--- config.mk ---
export PLATFORM = sky130hd
export DESIGN_NAME = run_trigger_ctrl
export DESIGN_NICKNAME = d
export VERILOG_FILES = /design/src/rtl/run_trigger_ctrl.sv
export SDC_FILE = /design/constraint.sdc
export NUM_CORES = 1
export LEC_CHECK = 0
export ABC_AREA = 1
export CORE_MARGIN = 2
export CORE_UTILIZATION = 40
export DETAILED_ROUTE_END_ITERATION = 8
export GPL_TIMING_DRIVEN = 0
export RECOVER_POWER = 100
export SYNTH_ARGS = -nofsm -noshare
export SYNTH_HDL_FRONTEND = slang
export SYNTH_SLANG_ARGS = --single-unit
--- constraint.sdc ---
create_clock -name clk -period 2.85 [get_ports clk]
set_clock_uncertainty 0.05 [all_clocks]
set_input_delay 0.855 -clock clk [delete_from_list [all_inputs] [get_ports clk]]
set_output_delay 0.855 -clock clk [all_outputs]
set_load 0.005 [all_outputs]
--- src/rtl/run_trigger_ctrl.sv ---
// Purpose : host-sequenced run-of-ones trigger; arms, detects cfg_len consecutive 1s on `in`,
//           pulses trig, waits a holdoff window, then re-arms or idles; saturating trigger count.
// Latency : trig is high the cycle after the edge that samples the len-th consecutive 1; all outputs registered.
// Backpressure: none; `in` is sampled every cycle and control pulses are acted on at the next edge.
//
// Ports:
//   clk, reset (sync, active-high)      : clock and reset
//   in                                  : monitored serial bit
//   arm / disarm / clr_count            : host control pulses (disarm beats arm)
//   cfg_len / cfg_rearm                 : run length (0 acts as 1) and continuous/single-shot, latched on arm
//   armed / busy / trig / run_cnt       : state flags, trigger pulse, current run length
//   trig_count / timeout                : saturating trigger total, armed-timeout pulse
// Optional feature macro: RUN_TRIG_TIMEOUT_EN (armed-state timeout; timeout tied 0 when undefined).
module run_trigger_ctrl #(
    parameter int LEN_W       = 4,
    parameter int CNT_W       = 8,
    parameter int HOLDOFF     = 4,
    parameter int TIMEOUT_CYC = 255
) (
    input  logic             clk,
    input  logic             reset,
    input  logic             in,
    input  logic             arm,
    input  logic             disarm,
    input  logic             clr_count,
    input  logic [LEN_W-1:0] cfg_len,
    input  logic             cfg_rearm,
    output logic             armed,
    output logic             busy,
    output logic             trig,
    output logic [LEN_W-1:0] run_cnt,
    output logic [CNT_W-1:0] trig_count,
    output logic             timeout
);

    // Holdoff counter only needs to hold HOLDOFF-1.
    localparam int HO_W = (HOLDOFF > 1) ? $clog2(HOLDOFF) : 1;

    // Reject configurations the sequencing cannot honour.
    if (HOLDOFF < 1 || TIMEOUT_CYC < 1) begin : g_bad_param
        $error("run_trigger_ctrl: HOLDOFF and TIMEOUT_CYC must be >= 1");
    end

    typedef enum logic [1:0] {
        S_IDLE    = 2'd0,
        S_ARMED   = 2'd1,
        S_HOLDOFF = 2'd2
    } state_t;

    state_t           state;
    logic [LEN_W-1:0] len_q;
    logic             rearm_q;
    logic [HO_W-1:0]  ho_cnt;

    logic [LEN_W-1:0] len_m1;
    logic             fire;
    logic [CNT_W-1:0] cnt_base;
    logic [CNT_W-1:0] cnt_inc;
    logic             to_hit;

    assign len_m1 = len_q - LEN_W'(1);

    // A trigger needs the final 1 of the run sampled this edge; disarm suppresses it.
    assign fire = (state == S_ARMED) && in && (run_cnt == len_m1) && !disarm;

    // Clear is applied before the increment so a coincident trigger leaves the count at 1.
    assign cnt_base = clr_count ? '0 : trig_count;
    assign cnt_inc  = (&cnt_base) ? cnt_base : cnt_base + CNT_W'(1);

`ifdef RUN_TRIG_TIMEOUT_EN
    localparam int TO_W = (TIMEOUT_CYC > 1) ? $clog2(TIMEOUT_CYC) : 1;

    logic [TO_W-1:0] to_cnt;

    // Timeout loses to both disarm and a same-edge trigger.
    assign to_hit = (state == S_ARMED) && (to_cnt == TO_W'(TIMEOUT_CYC - 1)) && !disarm && !fire;

    // Held at 0 outside ARMED, so every entry to ARMED starts a fresh window.
    always_ff @(posedge clk) begin
        if (reset) begin
            to_cnt <= '0;
        end else if (state == S_ARMED && !fire && !disarm && !to_hit) begin
            to_cnt <= to_cnt + TO_W'(1);
        end else begin
            to_cnt <= '0;
        end
    end
`else
    assign to_hit = 1'b0;
`endif

    always_ff @(posedge clk) begin
        if (reset) begin
            state      <= S_IDLE;
            armed      <= 1'b0;
            busy       <= 1'b0;
            trig       <= 1'b0;
            run_cnt    <= '0;
            trig_count <= '0;
            timeout    <= 1'b0;
            len_q      <= '0;
            rearm_q    <= 1'b0;
            ho_cnt     <= '0;
        end else begin
            trig       <= fire;
            timeout    <= to_hit;
            trig_count <= fire ? cnt_inc : cnt_base;

            if (disarm) begin
                state   <= S_IDLE;
                armed   <= 1'b0;
                busy    <= 1'b0;
                run_cnt <= '0;
            end else begin
                case (state)
                    S_IDLE: begin
                        if (arm) begin
                            len_q   <= (cfg_len == '0) ? LEN_W'(1) : cfg_len;
                            rearm_q <= cfg_rearm;
                            state   <= S_ARMED;
                            armed   <= 1'b1;
                            busy    <= 1'b1;
                            run_cnt <= '0;
                        end
                    end
                    S_ARMED: begin
                        if (fire) begin
                            run_cnt <= '0;
                            ho_cnt  <= HO_W'(HOLDOFF - 1);
                            state   <= S_HOLDOFF;
                            armed   <= 1'b0;
                        end else if (to_hit) begin
                            run_cnt <= '0;
                            state   <= S_IDLE;
                            armed   <= 1'b0;
                            busy    <= 1'b0;
                        end else if (in) begin
                            run_cnt <= run_cnt + LEN_W'(1);
                        end else begin
                            run_cnt <= '0;
                        end
                    end
                    S_HOLDOFF: begin
                        // Entered at HOLDOFF-1 and leaves on the edge that sees 0:
                        // exactly HOLDOFF cycles spent here.
                        if (ho_cnt == '0) begin
                            if (rearm_q) begin
                                state <= S_ARMED;
                                armed <= 1'b1;
                            end else begin
                                state <= S_IDLE;
                                busy  <= 1'b0;
                            end
                        end else begin
                            ho_cnt <= ho_cnt - HO_W'(1);
                        end
                    end
                    default: begin
                        state   <= S_IDLE;
                        armed   <= 1'b0;
                        busy    <= 1'b0;
                        run_cnt <= '0;
                    end
                endcase
            end
        end
    end

endmodule

==> impl_results.md <==
* Path class of the lowest-slack min-delay path: register to register
* CTS HTree Levels at 1
* Critical path required time at 2.97 ns
* Num CTS Buffers at 3
* Vias in the first global route at 1279
* Input/output buffers at 23
* Fin Setup TNS at 0 ns
* CP Capture Type: register
* ANT cells at 0
* Highest clock frequency the design can meet at 423 MHz
* Post-route fraction of the period consumed by the critical path at 0.829
* Cell area after layout at 1830 µm²
* Via count at 1434
* Number of setup violations in the final report at 0
* Root Buffer Master: sky130_fd_sc_hd__clkbuf_8
* Worst-path fanout max at 6
* Highest metal layer used by the detailed router: met4
* Resize count post-CTS at 0
* Status: finished clean
* Proportion of layout cells with a drive suffix above 1 at 0.0853
* DRC viols at 0
* Most common cell in the netlist: sky130_fd_sc_hd__nand2_1
* Post-placement setup slack at 0.421 ns
* Final layout net count at 274
* Number of cell instances on the worst register-to-register path at 12
* Slowest library cell on the worst path: sky130_fd_sc_hd__dlygate4sd3_1
* Post-Synthesis Net Count at 246
* Final RePlAce weighted congestion at 0.795
* Placed standard-cell area at 1810 µm²
* Number of nets still failing antenna checks after routing at 0
* Tot GR Track Use at 0.162
* Clock latency on the worst-skew pair at 0.26 ns
* Number of antenna violations at the first check in global routing at 0
* PD cells at 369 nW/µm²
* Global-route wire length before repair at 5600 µm
* Detailed-routed wire length on met3 at 71 µm
* Dominant cell type by count on the critical path: sky130_fd_sc_hd__nand3_1
* Count of cells along the worst hold path at 2
* Gate count after technology mapping at 231
* Final Slew Violations at 0
* Clock Sinks at 24
* Setup Fix Bufs, Post-CTS at 0
* Total global routing overflow at 0
* P&R area growth vs syn at 20.2%
* Worst-case clock buffer depth at 2
* VDD IR max at 0.161 mV
* Fraction of registers with async set or reset after synthesis at 0
* Worst-case setup margin in the final layout at 0.487 ns
* Number of failing hold endpoints at the final stage at 0
* Clock slew at reported path FFs at 0.09 ns
* Cell taking the most area after synthesis: sky130_fd_sc_hd__dfxtp_1
* Initial core utilization at 0.415
* Vertical die dimension at 65.7 µm
* Unrepaired setup endpoints after global routing: no
* Most used flip-flop cell after synthesis: sky130_fd_sc_hd__dfxtp_1
* R2R Setup Slk at 0.95 ns
* Area of the die at 4310 µm²
* DRT met1 WL at 1590 µm
* Synth top area cells: sky130_fd_sc_hd__dfxtp_1 32%, sky130_fd_sc_hd__nand2_1 13%, sky130_fd_sc_hd__nand3_1 9.5%
* Critical path start-end classification: input port to register
* Sequential-to-total area share from yosys stat at 0.316
* Count of flip-flops with a built-in enable after synthesis at 0
* Commonest cells in the netlist: 53 x sky130_fd_sc_hd__nand2_1, 35 x sky130_fd_sc_hd__inv_1, 29 x sky130_fd_sc_hd__nand3_1
* Total wire length after detailed routing at 3170 µm
* Total half-perimeter wirelength after legalization and detailed placement at 2410 µm
* Number of warnings issued by yosys at 0
* Area inside the core boundary at 3660 µm²
* Metal2 WL at 1490 µm
* First-iteration detailed-routing DRC count at 47
* # hold bufs at CTS at 0
* Total of flip-flops plus latches after synthesis at 24
* Largest stage delay on the critical path at 0.59 ns
* FP Rows at 22
* Crit-path cells: dlygate4sd3_1, inv_1, nand3_1, nor2_1, nand3_1, nand2_1, nand3_1, nand2_1, nor2_1
* Via-per-instance ratio at 4.69
* Share of the synthesized area in the top cell type at 0.316
* Average footprint of a synthesized cell at 6.58 µm²
* Minimum clock period at 2.36 ns
* Maximum number of pins on one net before global-route repair at 14
* WL per Instance at 10.3 µm
* CTS tree: built
* Leak pwr at 0.000826 µW
* Distinct cell type count after synthesis at 28
* Die W at 65.7 µm
* Number of top-level design ports at 27
* Detailed-router iteration count before antenna repair at 4
* Area of the mapped netlist at 1520 µm²
* Critical path data arrival time at 2.48 ns
* Worst setup SP type: input port
* Number of max-cap violations at 0
[cell families (layout without fill, tap and decap cells)]
family / Yosys count / in the layout / share of synthesized area
compound gates: 35 / 35 / 0.121
xor+xnor: 2 / 2 / 0.0115
fa+ha+maj: 4 / 4 / 0.0329
buf+inv: 42 / 69 / 0.117
flops: 24 / 24 / 0.316
other cells: 1 / 1 / 0.00247
simple gates: 123 / 123 / 0.399
[per-stage QoR]
| stage | total power (µW) | utilization | hold WS (ns) | instances |
|---|---|---|---|---|
| after floorplan | 422 | - | 0.394 | 231 |
| after global placement | 453 | 0.495 | 0.408 | 302 |
| after detailed placement | 454 | 0.495 | 0.415 | 302 |
| after CTS | 690 | 0.510 | 0.429 | 306 |
| after global routing | 712 | 0.499 | 0.461 | 306 |
| final | 674 | 0.499 | 0.424 | 306 |
[cell usage in the layout (no fill, tap or decap), drive strengths merged]
cell type,count
nand2,58
a21boi,1
nor2,30
inv,38
clkdlybuf4s50,7
conb,1
dfxtp,24
or2,2
clkbuf,4
dlygate4sd3,16
a21oi,23
nand3,31
nor4,1
ha,4
buf,4
xnor2,1
o21ai,10
xor2,1
nor3,1
o211ai,1
[layer usage]
| layer | track usage | vias to the layer above |
|---|---|---|
| met5 | 0 | - |
| met4 | 0.0313 | 0 |
| met3 | 0.0257 | 2 |
| met2 | 0.275 | 17 |
| met1 | 0.215 | 626 |
| li1 | - | 789 |
[registers in the layout (all words and copies together), names as in the netlist]
name        cells
rearm_q         1
trig_count      8
run_cnt         4
len_q           4
trig            1
armed           1
ho_cnt          2
busy            1
state           2
[worst max-delay path, delay by kind of cell]
family                 cells  cell delay, ns
and+or+nand+nor            7            0.92
buffers and inverters      2            0.69
[where the power goes]
group          switching [µW]  total (µW)  internal [µW]
sequential               6.12         350            344
clock                     113         236            123
combinational            54.0        88.4           34.4
[path summary, 6_finish.rpt]
kind / endpoint / startpoint
setup / recovery: ho_cnt[0] / disarm
hold / removal: len_q[3] / len_q[3]
setup reg to reg: ho_cnt[0] / len_q[0]
hold reg to reg: len_q[3] / len_q[3]
[cell type report]
| class | count | area (µm²) |
|---|---|---|
| multi-input cells | 165 | 825 |
| inverters | 38 | 143 |
| plain buffers | 4 | 35.0 |
| well taps | 48 | 60.1 |
| clock buffers | 4 | 55.1 |
| flip-flops and latches | 24 | 480 |
| fillers | 404 | 1830 |
| repair buffers | 23 | 230 |
(Power assumes the default switching activity.)
